==> config.mk <==
export PLATFORM = sky130hd
export DESIGN_NAME = fetch_unit
export DESIGN_NICKNAME = d
export VERILOG_FILES = /design/src/rtl/cpu_pkg.sv /design/src/rtl/next_pc_logic.sv /design/src/rtl/fetch_unit.sv
export SDC_FILE = /design/constraint.sdc
export NUM_CORES = 1
export LEC_CHECK = 0
export ABC_AREA = 0
export CORE_MARGIN = 4
export CORE_UTILIZATION = 40
export DETAILED_ROUTE_END_ITERATION = 10
export PLACE_DENSITY = 0.75
export SYNTH_ARGS = -nofsm -noshare
export SYNTH_HDL_FRONTEND = slang
export SYNTH_SLANG_ARGS = --single-unit
export TNS_END_PERCENT = 1
==> constraint.sdc <==
create_clock -name Clock -period 9.85 [get_ports Clock]
set_input_delay 0.985 -clock Clock [delete_from_list [all_inputs] [get_ports Clock]]
set_output_delay 0.985 -clock Clock [all_outputs]
set_load 0.03 [all_outputs]
==> src/rtl/cpu_pkg.sv <==
// Shared definitions for the MIPS core front end.
//   - PCSelector encodings driven by the control decoder.
//   - fetch_state_t: fetch-stage sequencing states.
//   - DEFAULT_RESET_PC: default fetch address after reset.
//   - branch_offset(): sign-extended, word-scaled branch displacement.
package cpu_pkg;

   localparam logic [1:0] PC_SEQ    = 2'b00;
   localparam logic [1:0] PC_BRANCH = 2'b01;
   localparam logic [1:0] PC_REG    = 2'b10;
   localparam logic [1:0] PC_JUMP   = 2'b11;

   localparam logic [31:0] DEFAULT_RESET_PC = 32'h0000_0000;

   typedef enum logic [1:0] {
      FETCH   = 2'd0,
      EXECUTE = 2'd1,
      TRAP    = 2'd2
   } fetch_state_t;

   // Imm16 is a word offset: sign-extend then scale by 4.
   function automatic logic [31:0] branch_offset(input logic [15:0] imm);
      return {{14{imm[15]}}, imm, 2'b00};
   endfunction

endpackage

==> src/rtl/next_pc_logic.sv <==
// Combinational next-PC selection for the fetch stage.
// Ports:
//   PC         in   current instruction address
//   Imm16      in   branch immediate (word offset)
//   Target26   in   jump target field Instruction[25:0]
//   RegRsData  in   rs value, jr target
//   PCSelector in   decoder choice of next PC source
//   NextPC     out  selected next PC (modulo 2^32)
//   PCPlus4    out  PC+4, also the jal link value
module next_pc_logic
   import cpu_pkg::*;
(
   input  logic [31:0] PC,
   input  logic [15:0] Imm16,
   input  logic [25:0] Target26,
   input  logic [31:0] RegRsData,
   input  logic [1:0]  PCSelector,
   output logic [31:0] NextPC,
   output logic [31:0] PCPlus4
);

   logic [31:0] pc_plus4;

   assign pc_plus4 = PC + 32'd4;
   assign PCPlus4  = pc_plus4;

   always_comb begin
      NextPC = pc_plus4;
      case (PCSelector)
         PC_SEQ:    NextPC = pc_plus4;
         PC_BRANCH: NextPC = pc_plus4 + branch_offset(Imm16);
         PC_REG:    NextPC = RegRsData;
         PC_JUMP:   NextPC = {pc_plus4[31:28], Target26, 2'b00};
         default:   NextPC = pc_plus4;
      endcase
   end

endmodule

==> src/rtl/fetch_unit.sv <==
// Instruction-fetch stage of the MIPS core.
// Holds the PC, fetches one instruction per request/ready handshake, presents
// its fields to the decoder for one execute cycle, then advances the PC from
// the decoder's PCSelector. A misaligned next PC parks the stage in TRAP
// until reset.
// Ports:
//   Clock, ResetN            clock, asynchronous active-low reset
//   Hold                     freezes all state while high
//   IMemReady, IMemData      instruction memory response
//   PCSelector, RegRsData    next-PC control from decoder / register file
//   IMemRequest, IMemAddress instruction memory request
//   PC, PCPlus4              current address and its successor (link value)
//   Operator..Imm16          instruction fields
//   InstrValid               fields valid (execute cycle)
//   AddressError             sticky misaligned-target flag
//   RetireCount              retired instruction count (wraps)
module fetch_unit
   import cpu_pkg::*;
#(
   parameter logic [31:0] RESET_PC    = DEFAULT_RESET_PC,
   parameter int unsigned COUNT_WIDTH = 32
) (
   input  logic                   Clock,
   input  logic                   ResetN,
   input  logic                   Hold,
   input  logic                   IMemReady,
   input  logic [31:0]            IMemData,
   input  logic [1:0]             PCSelector,
   input  logic [31:0]            RegRsData,
   output logic                   IMemRequest,
   output logic [31:0]            IMemAddress,
   output logic [31:0]            PC,
   output logic [31:0]            PCPlus4,
   output logic [5:0]             Operator,
   output logic [5:0]             Func,
   output logic [4:0]             Rs,
   output logic [4:0]             Rt,
   output logic [4:0]             Rd,
   output logic [4:0]             Shamt,
   output logic [15:0]            Imm16,
   output logic                   InstrValid,
   output logic                   AddressError,
   output logic [COUNT_WIDTH-1:0] RetireCount
);

   fetch_state_t           state_q, state_d;
   logic [31:0]            pc_q, pc_d;
   logic [31:0]            instr_q, instr_d;
   logic [COUNT_WIDTH-1:0] retire_q, retire_d;
   logic [31:0]            next_pc;

   next_pc_logic u_next_pc (
      .PC         (pc_q),
      .Imm16      (instr_q[15:0]),
      .Target26   (instr_q[25:0]),
      .RegRsData  (RegRsData),
      .PCSelector (PCSelector),
      .NextPC     (next_pc),
      .PCPlus4    (PCPlus4)
   );

   always_ff @(posedge Clock or negedge ResetN) begin
      if (!ResetN) begin
         state_q  <= FETCH;
         pc_q     <= RESET_PC;
         instr_q  <= 32'h0000_0000;
         retire_q <= '0;
      end else begin
         state_q  <= state_d;
         pc_q     <= pc_d;
         instr_q  <= instr_d;
         retire_q <= retire_d;
      end
   end

   always_comb begin
      state_d  = state_q;
      pc_d     = pc_q;
      instr_d  = instr_q;
      retire_d = retire_q;
      // Hold gates every transition, so a ready seen under Hold is dropped.
      if (!Hold) begin
         case (state_q)
            FETCH: begin
               if (IMemReady) begin
                  instr_d = IMemData;
                  state_d = EXECUTE;
               end
            end
            EXECUTE: begin
               pc_d     = next_pc;
               retire_d = retire_q + COUNT_WIDTH'(1);
               state_d  = (next_pc[1:0] != 2'b00) ? TRAP : FETCH;
            end
            TRAP: begin
               state_d = TRAP;
            end
            default: begin
               state_d = FETCH;
            end
         endcase
      end
   end

   // Reset forces the state to FETCH; gate the request so it is low while
   // ResetN is asserted rather than waking up already requesting.
   assign IMemRequest  = ResetN && (state_q == FETCH);
   assign InstrValid   = (state_q == EXECUTE);
   // TRAP is only left through reset, which makes this flag sticky.
   assign AddressError = (state_q == TRAP);

   assign IMemAddress = pc_q;
   assign PC          = pc_q;
   assign RetireCount = retire_q;

   assign Operator = instr_q[31:26];
   assign Rs       = instr_q[25:21];
   assign Rt       = instr_q[20:16];
   assign Rd       = instr_q[15:11];
   assign Shamt    = instr_q[10:6];
   assign Func     = instr_q[5:0];
   assign Imm16    = instr_q[15:0];

endmodule
==> results.toml, run 1 <==
[critical_path]
crit_chain = "ha_1 -> nand4_1 -> nor2_1 -> nand3_1 -> xnor2_1 -> ha_1 -> nand4_1 -> o22ai_1 -> a2111oi_1 -> a21oi_1 -> nor2_1 -> o21bai_1 -> xor2_1 -> mux4_2 -> mux2_2"
reg2reg_depth = 15
crit_buf_inv = 0
worstPathRequired_ns = 10.09
worst_ep_arrival_time_ns = 4.79
cp-end-kind = "register"
path_delay_family = "simple AND/OR/NAND/NOR gates"
crit_path_start_kind = "register"
path_class = "register to register"
critPathMaxFanout = 6
cp_num_cells = 15
rrSetupSlack_ns = 5.31
reg2reg_from = "IMemAddress[3]$_DFFE_PN0P_"
slowest_stage = "a2111oi_1"
rr_endpoint = "IMemAddress[19]$_DFFE_PN0P_"
critPathMaxStageDelay_ns = 0.47

[synthesis]
synth_cell_types = 62
synth.area.top_cells = "dfrtp_1 (35%), xnor2_1 (7.2%), ha_1 (6.7%), mux4_2 (5.7%), mux2_2 (5.4%)"
synth_sequential_area_ratio = 0.3470
ys_seq_elements = 98
synth_edf_count = 0
syn_avg_cell_area_um2 = 9.709
synth_area_um2 = 7068
synth_top_area_frac = 0.3470
yosysTopAreaCell = "dfrtp_1"
ys_warn_count = 0
ys.flop_type = "dfrtp_1"
syn-instance-count = 728
synth_fp_nets = 837
synthArstFlopShare = 1.000

[power]
p_leak_nw = 4.109
powerDensity_nw_per_um2 = 374.4
ir_drop_uv = 299.0
power_mw = 3.632

[finish]
synthToLayoutAreaGrowth_pct = 37.26
nets = 1030
antenna_cells = 0
multi_input_area_um2 = 4101
fillers = 1540
finish.utilization = 0.5609
design_area_um2 = 9702
ff_latch_area_um2 = 2452
layout-drive-gt1-share = 0.09719

[timing]
setup_viol = 0
finalSetupTns_ns = 0
period_share = 0.4613
worstMarginPinSlew_ns = 0.8672
period_needed_ns = 4.543
skew_ns = 0.009659
relSlewSlack = 0.4213
fmax_ghz = 0.2201
finalHoldViolCount = 0
rsz0062_at_grt = "false"
slew_viol_final = 0

[grt]
antenna_found_initial = 0
grt_pass1_wl_um = 34700
grt_max_degree = 54
grt-ovfl-total = 0
grt_pass1_vias = 6247
grt_usage = 0.2212

[cts]
cts_tree = "built"
insertion_delay_ns = 0.35
clkTransAtPathRegs_ns = 0.08
cts_root_buffer = "clkbuf_16"
cts_resized = 0
cts_htree_levels = 3
ctsHoldBuffers = 0
postCtsSetupRepairBufs = 0
cts_max_path_buffers = 2
clkSinkCount = 98
cts_made_buffers = 9

[die]
fp.dieH_um = 140.9
dieArea_um2 = 19860
fp.dieW_um = 140.9
num_rows = 48
io_pins = 249
core_um2 = 17300
initial_core_util = 0.4086

[detailed_routing]
drtPass1Iterations = 5
vias = 6151
drt_iter0_markers = 370
vias_per_cell = 5.344
routed_wl_um = 21840
ant_nets = 0
route.detailed.drc = 0
wire_per_inst_um = 18.97

[hold_path]
min_from = "RetireCount[27]$_DFFE_PN0P_"
min_path_type = "register to register"
min_to = "RetireCount[27]$_DFFE_PN0P_"
min_path_cells = 1

[place]
placed_area_um2 = 9415
portBuffers = 248
place_congestion = 0.8846
dp_hpwl_um = 16840

[run]
drv_cap = 0

[outcome]
outcome = "completed"
stage by stage:
stage | hold WS, ns | instances | setup WS, ns
after global placement | 0.4596 | 1135 | 5.514
after detailed placement | 0.4828 | 1135 | 5.368
after floorplan | 0.5303 | 728 | 5.333
after global routing | 0.5107 | 1151 | 4.822
final | 0.4921 | 1151 | 5.307
after CTS | 0.4920 | 1151 | 5.338
cells in the mapped netlist, types with 3 or more instances:
| library cell | number |
|---|---|
| o21ai_0 | 33 |
| a211oi_1 | 4 |
| nor4_1 | 4 |
| xor2_1 | 24 |
| inv_1 | 12 |
| and2_1 | 4 |
| a221oi_1 | 3 |
| a21o_1 | 16 |
| ha_1 | 38 |
| mux2_2 | 34 |
| nand3_1 | 27 |
| buf_4 | 50 |
| o211ai_1 | 3 |
| nor3_1 | 9 |
| o22ai_1 | 4 |
| buf_1 | 4 |
| dfrtp_1 | 98 |
| mux2i_1 | 10 |
| a21boi_0 | 3 |
| nand4_1 | 13 |
| mux4_2 | 18 |
| and3_1 | 11 |
| nor2b_1 | 7 |
| o21bai_1 | 3 |
| nor2_1 | 32 |
| o311ai_0 | 3 |
| a21oi_1 | 38 |
| xnor2_1 | 58 |
| and4_1 | 6 |
| nand2_1 | 100 |
| nand2b_1 | 4 |
| clkbuf_1 | 17 |
area by class of cell:
type | count | share of cell area
multi-input combinational | 544 | 0.4227
timing repair buffer | 256 | 0.2613
sequential | 98 | 0.2528
tap | 225 | 0.02902
clock buffer | 9 | 0.02321
clock inverter | 7 | 0.006319
inverter | 12 | 0.004643
how the worst max path moves through the flow:
stage                          startpoint                           to  slack [ns]
6_report       IMemAddress[3]$_DFFE_PN0P_  IMemAddress[19]$_DFFE_PN0P_        5.31
5_1_grt        IMemAddress[3]$_DFFE_PN0P_  IMemAddress[19]$_DFFE_PN0P_        4.82
4_1_cts        IMemAddress[3]$_DFFE_PN0P_  IMemAddress[19]$_DFFE_PN0P_        5.34
3_5_place_dp   IMemAddress[3]$_DFFE_PN0P_  IMemAddress[19]$_DFFE_PN0P_        5.37
3_3_place_gp   IMemAddress[3]$_DFFE_PN0P_  IMemAddress[27]$_DFFE_PN0P_        5.51
2_1_floorplan  IMemAddress[3]$_DFFE_PN0P_  IMemAddress[27]$_DFFE_PN0P_        5.33
cells in the final DEF, fill, tap and decap left out, types with 7 or more instances in the layout:
cell type        instances
nand3_1                 27
ha_1                    38
mux4_2                  18
clkdlybuf4s50_1        246
xor2_1                  24
and3_1                  11
o21ai_0                 33
a21oi_1                 38
clkbuf_16                9
buf_4                    9
mux2_2                  34
nand2_1                100
nor3_1                   9
nand4_1                 13
mux2i_1                 10
nor2_1                  31
inv_1                   12
nor2b_1                  7
a21o_1                  16
xnor2_1                 58
dfrtp_1                 98
cell families (layout without fill, tap and decap cells):
kind of cell	after synthesis	after routing	share of synthesized area
AO/OA/AOI/OAI	131	131	0.1184
XOR/XNOR	83	83	0.1055
adder cells (fa/ha/maj)	39	39	0.07010
buffers and inverters	86	284	0.07399
flip-flops	98	98	0.3470
multiplexers	62	62	0.1257
AND/OR/NAND/NOR	229	229	0.1593
registers in the layout, summed over array words and instances, names as in the netlist:
register	cells
RetireCount	32
IMemAddress	32
state_q	2
instr_q	32
per-layer routing:
layer	vias to the layer above	wire [µm]	track usage
met5	-	0	0
met4	0	402	0.05762
met3	29	1693	0.06581
met2	255	10390	0.3614
met1	2928	9350	0.2878
li1	2939	-	-
worst reg2reg max path, delay by kind of cell (launching register included):
kind,cells,cell delay (ns)
simple gates,5,1.19
compound gates,4,1.00
mux,2,0.73
fa+ha+maj,2,0.60
xor+xnor,2,0.47
flops,1,0.45
power breakdown:
| part | switching (mW) | internal [mW] |
|---|---|---|
| logic | 1.44 | 1.09 |
| clock network | 0.172 | 0.176 |
| registers | 0.218 | 0.538 |
Note: power is estimated with default switching activity, not from simulation.
==> inputs of run 2 (changes only) <==
- clock period: 9.85 -> 4.2 ns (I/O delays scaled with it)
==> run 2 against run 1 <==
Against the previous run: via count rose by 4.5%; final area is 2.6% higher; clock-buffer cell count did not move; worst hold slack got worse by 0.49 ns; fmax is 14% higher; clock skew is 0.0019 ns higher; sequential cell count unchanged; global-route usage grew 0.43 points; non-clock buffer count rose by 15; clock power rose by 150%; highest routed layer unchanged.
==> results.toml, run 2 (synthesis gave the netlist of run 1 again) <==
[critical_path]
critPathCapture = "IMemAddress[27]$_DFFE_PN0P_"
rr_endpoint = "IMemAddress[27]$_DFFE_PN0P_"
rrSetupSlack_ns = 0.20
worstSetupStartpoint = "IMemAddress[8]$_DFFE_PN0P_"
worst_ep_arrival_time_ns = 4.25
cp-end-kind = "register"
path_class = "register to register"
critPathMaxFanout = 7
worstPathRequired_ns = 4.44
reg2reg_depth = 14
crit_path_start_kind = "register"
reg2reg_from = "IMemAddress[8]$_DFFE_PN0P_"

[power]
powerDensity_nw_per_um2 = 881.1
ir_drop_uv = 542.1
p_leak_nw = 4.233

[hold_path]
min_path_type = "input pin to asynchronous set/reset pin"

[timing]
worstMarginPinSlew_ns = 0.8682
skew_ns = 0.01152
fmax_ghz = 0.2499
period_needed_ns = 4.002
relSlewSlack = 0.4212
slew_viol_final = 0
rsz0062_at_grt = "false"
finalHoldViolCount = 0
setup_viol = 0
layout_setup_ws_ns = 0.1982
period_share = 0.9528
finalSetupTns_ns = 0

[place]
place_congestion = 1.026
dp_hpwl_um = 17040
portBuffers = 248
dp_cells = 1150
place_ws_ns = 0.06993

[detailed_routing]
route.detailed.drc = 0
drt_iter0_markers = 442
routed_wl_um = 22760
ant_nets = 0
vias = 6425
vias_per_cell = 5.510
drtPass1Iterations = 7
wire_per_inst_um = 19.52

[cts]
clkSinkCount = 98
cts_tree = "built"
cts_made_buffers = 9
ctsHoldBuffers = 0
insertion_delay_ns = 0.36
postCtsSetupRepairBufs = 0
cts_root_buffer = "clkbuf_16"
clkTransAtPathRegs_ns = 0.08
cts_max_path_buffers = 2
cts_htree_levels = 3

[die]
fp.dieW_um = 140.9
initial_core_util = 0.4086
num_rows = 48
core_um2 = 17300
io_pins = 249
fp.dieH_um = 140.9
dieArea_um2 = 19860

[finish]
nets = 1045
synthToLayoutAreaGrowth_pct = 40.82
stdcell_count = 1166
layout_common_cells = "clkdlybuf4s50_1 (246), nand2_1 (100), dfrtp_1 (92), xnor2_1 (52)"
final_common_cell = "clkdlybuf4s50_1"
ff_latch_area_um2 = 2460
layout-drive-gt1-share = 0.1371
fillers = 1536
antenna_cells = 0
multi_input_area_um2 = 4222

[outcome]
outcome = "completed"

[grt]
grt-ovfl-total = 0
antenna_found_initial = 0
grt_usage = 0.2254
grt_max_degree = 64
grt_pass1_wl_um = 35710
grt_pass1_vias = 6393

[run]
drv_cap = 0
-- run 2: what timing repair did --
action | 4_1_cts | 5_1_grt
resized for setup | 0 | 14
hold endpoints to repair | 0 | 0
endpoints found under the setup margin | 0 | 6
-- run 2: metrics by stage --
| step | total power, mW | instance area [µm²] | util | hold slack [ns] |
|---|---|---|---|---|
| 3_5_place_dp | 7.810 | 9602 | 0.5551 | 0.4071 |
| 4_1_cts | 8.716 | 9899 | 0.5723 | 0.02008 |
| 2_1_floorplan | 5.823 | 7142 | - | 0.1244 |
| 3_3_place_gp | 7.759 | 9602 | 0.5551 | 0.4069 |
| 6_report | 8.770 | 9953 | 0.5754 | 0.002101 |
| 5_1_grt | 9.284 | 9953 | 0.5754 | 0.03764 |
-- run 2: worst min path at each step --
stage | slack [ns] | end | cells past startpoint | startpoint
2_1_floorplan | 0.12 | IMemAddress[0]$_DFFE_PN0P_ | 0 | ResetN
3_3_place_gp | 0.41 | instr_q[31]$_DFFE_PN0P_ | 1 | ResetN
3_5_place_dp | 0.41 | instr_q[31]$_DFFE_PN0P_ | 1 | ResetN
4_1_cts | 0.02 | instr_q[31]$_DFFE_PN0P_ | 1 | ResetN
5_1_grt | 0.04 | instr_q[31]$_DFFE_PN0P_ | 1 | ResetN
6_report | 0.002 | instr_q[31]$_DFFE_PN0P_ | 1 | ResetN
-- run 2: worst max-delay path, cell delays in order (launching register included) --
cell	delay, ns
dfrtp_2	0.46
and4_4	0.26
nand4_4	0.14
or3_4	0.42
or2_2	0.42
xnor2_2	0.18
ha_1	0.34
and3_1	0.18
nand3_1	0.10
nor3_1	0.27
a21oi_1	0.11
o211ai_1	0.15
xor2_1	0.11
mux4_2	0.48
mux2_2	0.28
-- run 2: layout make-up --
type,count,share of cell area
Clock inverter,7,0.007291
Inverter,12,0.004525
Sequential cell,98,0.2471
Tap cell,225,0.02828
Clock buffer,9,0.02263
Timing Repair Buffer,271,0.2660
Multi-Input combinational cell,544,0.4241
-- run 2: metal layers --
layer  wire length (µm)  vias up  part of all wire  global-route usage
li1                   -     2979                 -                   -
met1               9850     3159              0.43              0.2998
met2              11000      248              0.48              0.3768
met3               1457       39             0.064             0.04444
met4                449        0             0.020             0.06119
met5                  0        -                 0                   0
-- run 2: power breakdown --
| part | switching, mW | internal (mW) | total, mW |
|---|---|---|---|
| Combinational | 3.48 | 2.68 | 6.16 |
| Sequential | 0.486 | 1.27 | 1.75 |
| Clock | 0.435 | 0.422 | 0.856 |
| Total | 4.41 | 4.36 | 8.77 |
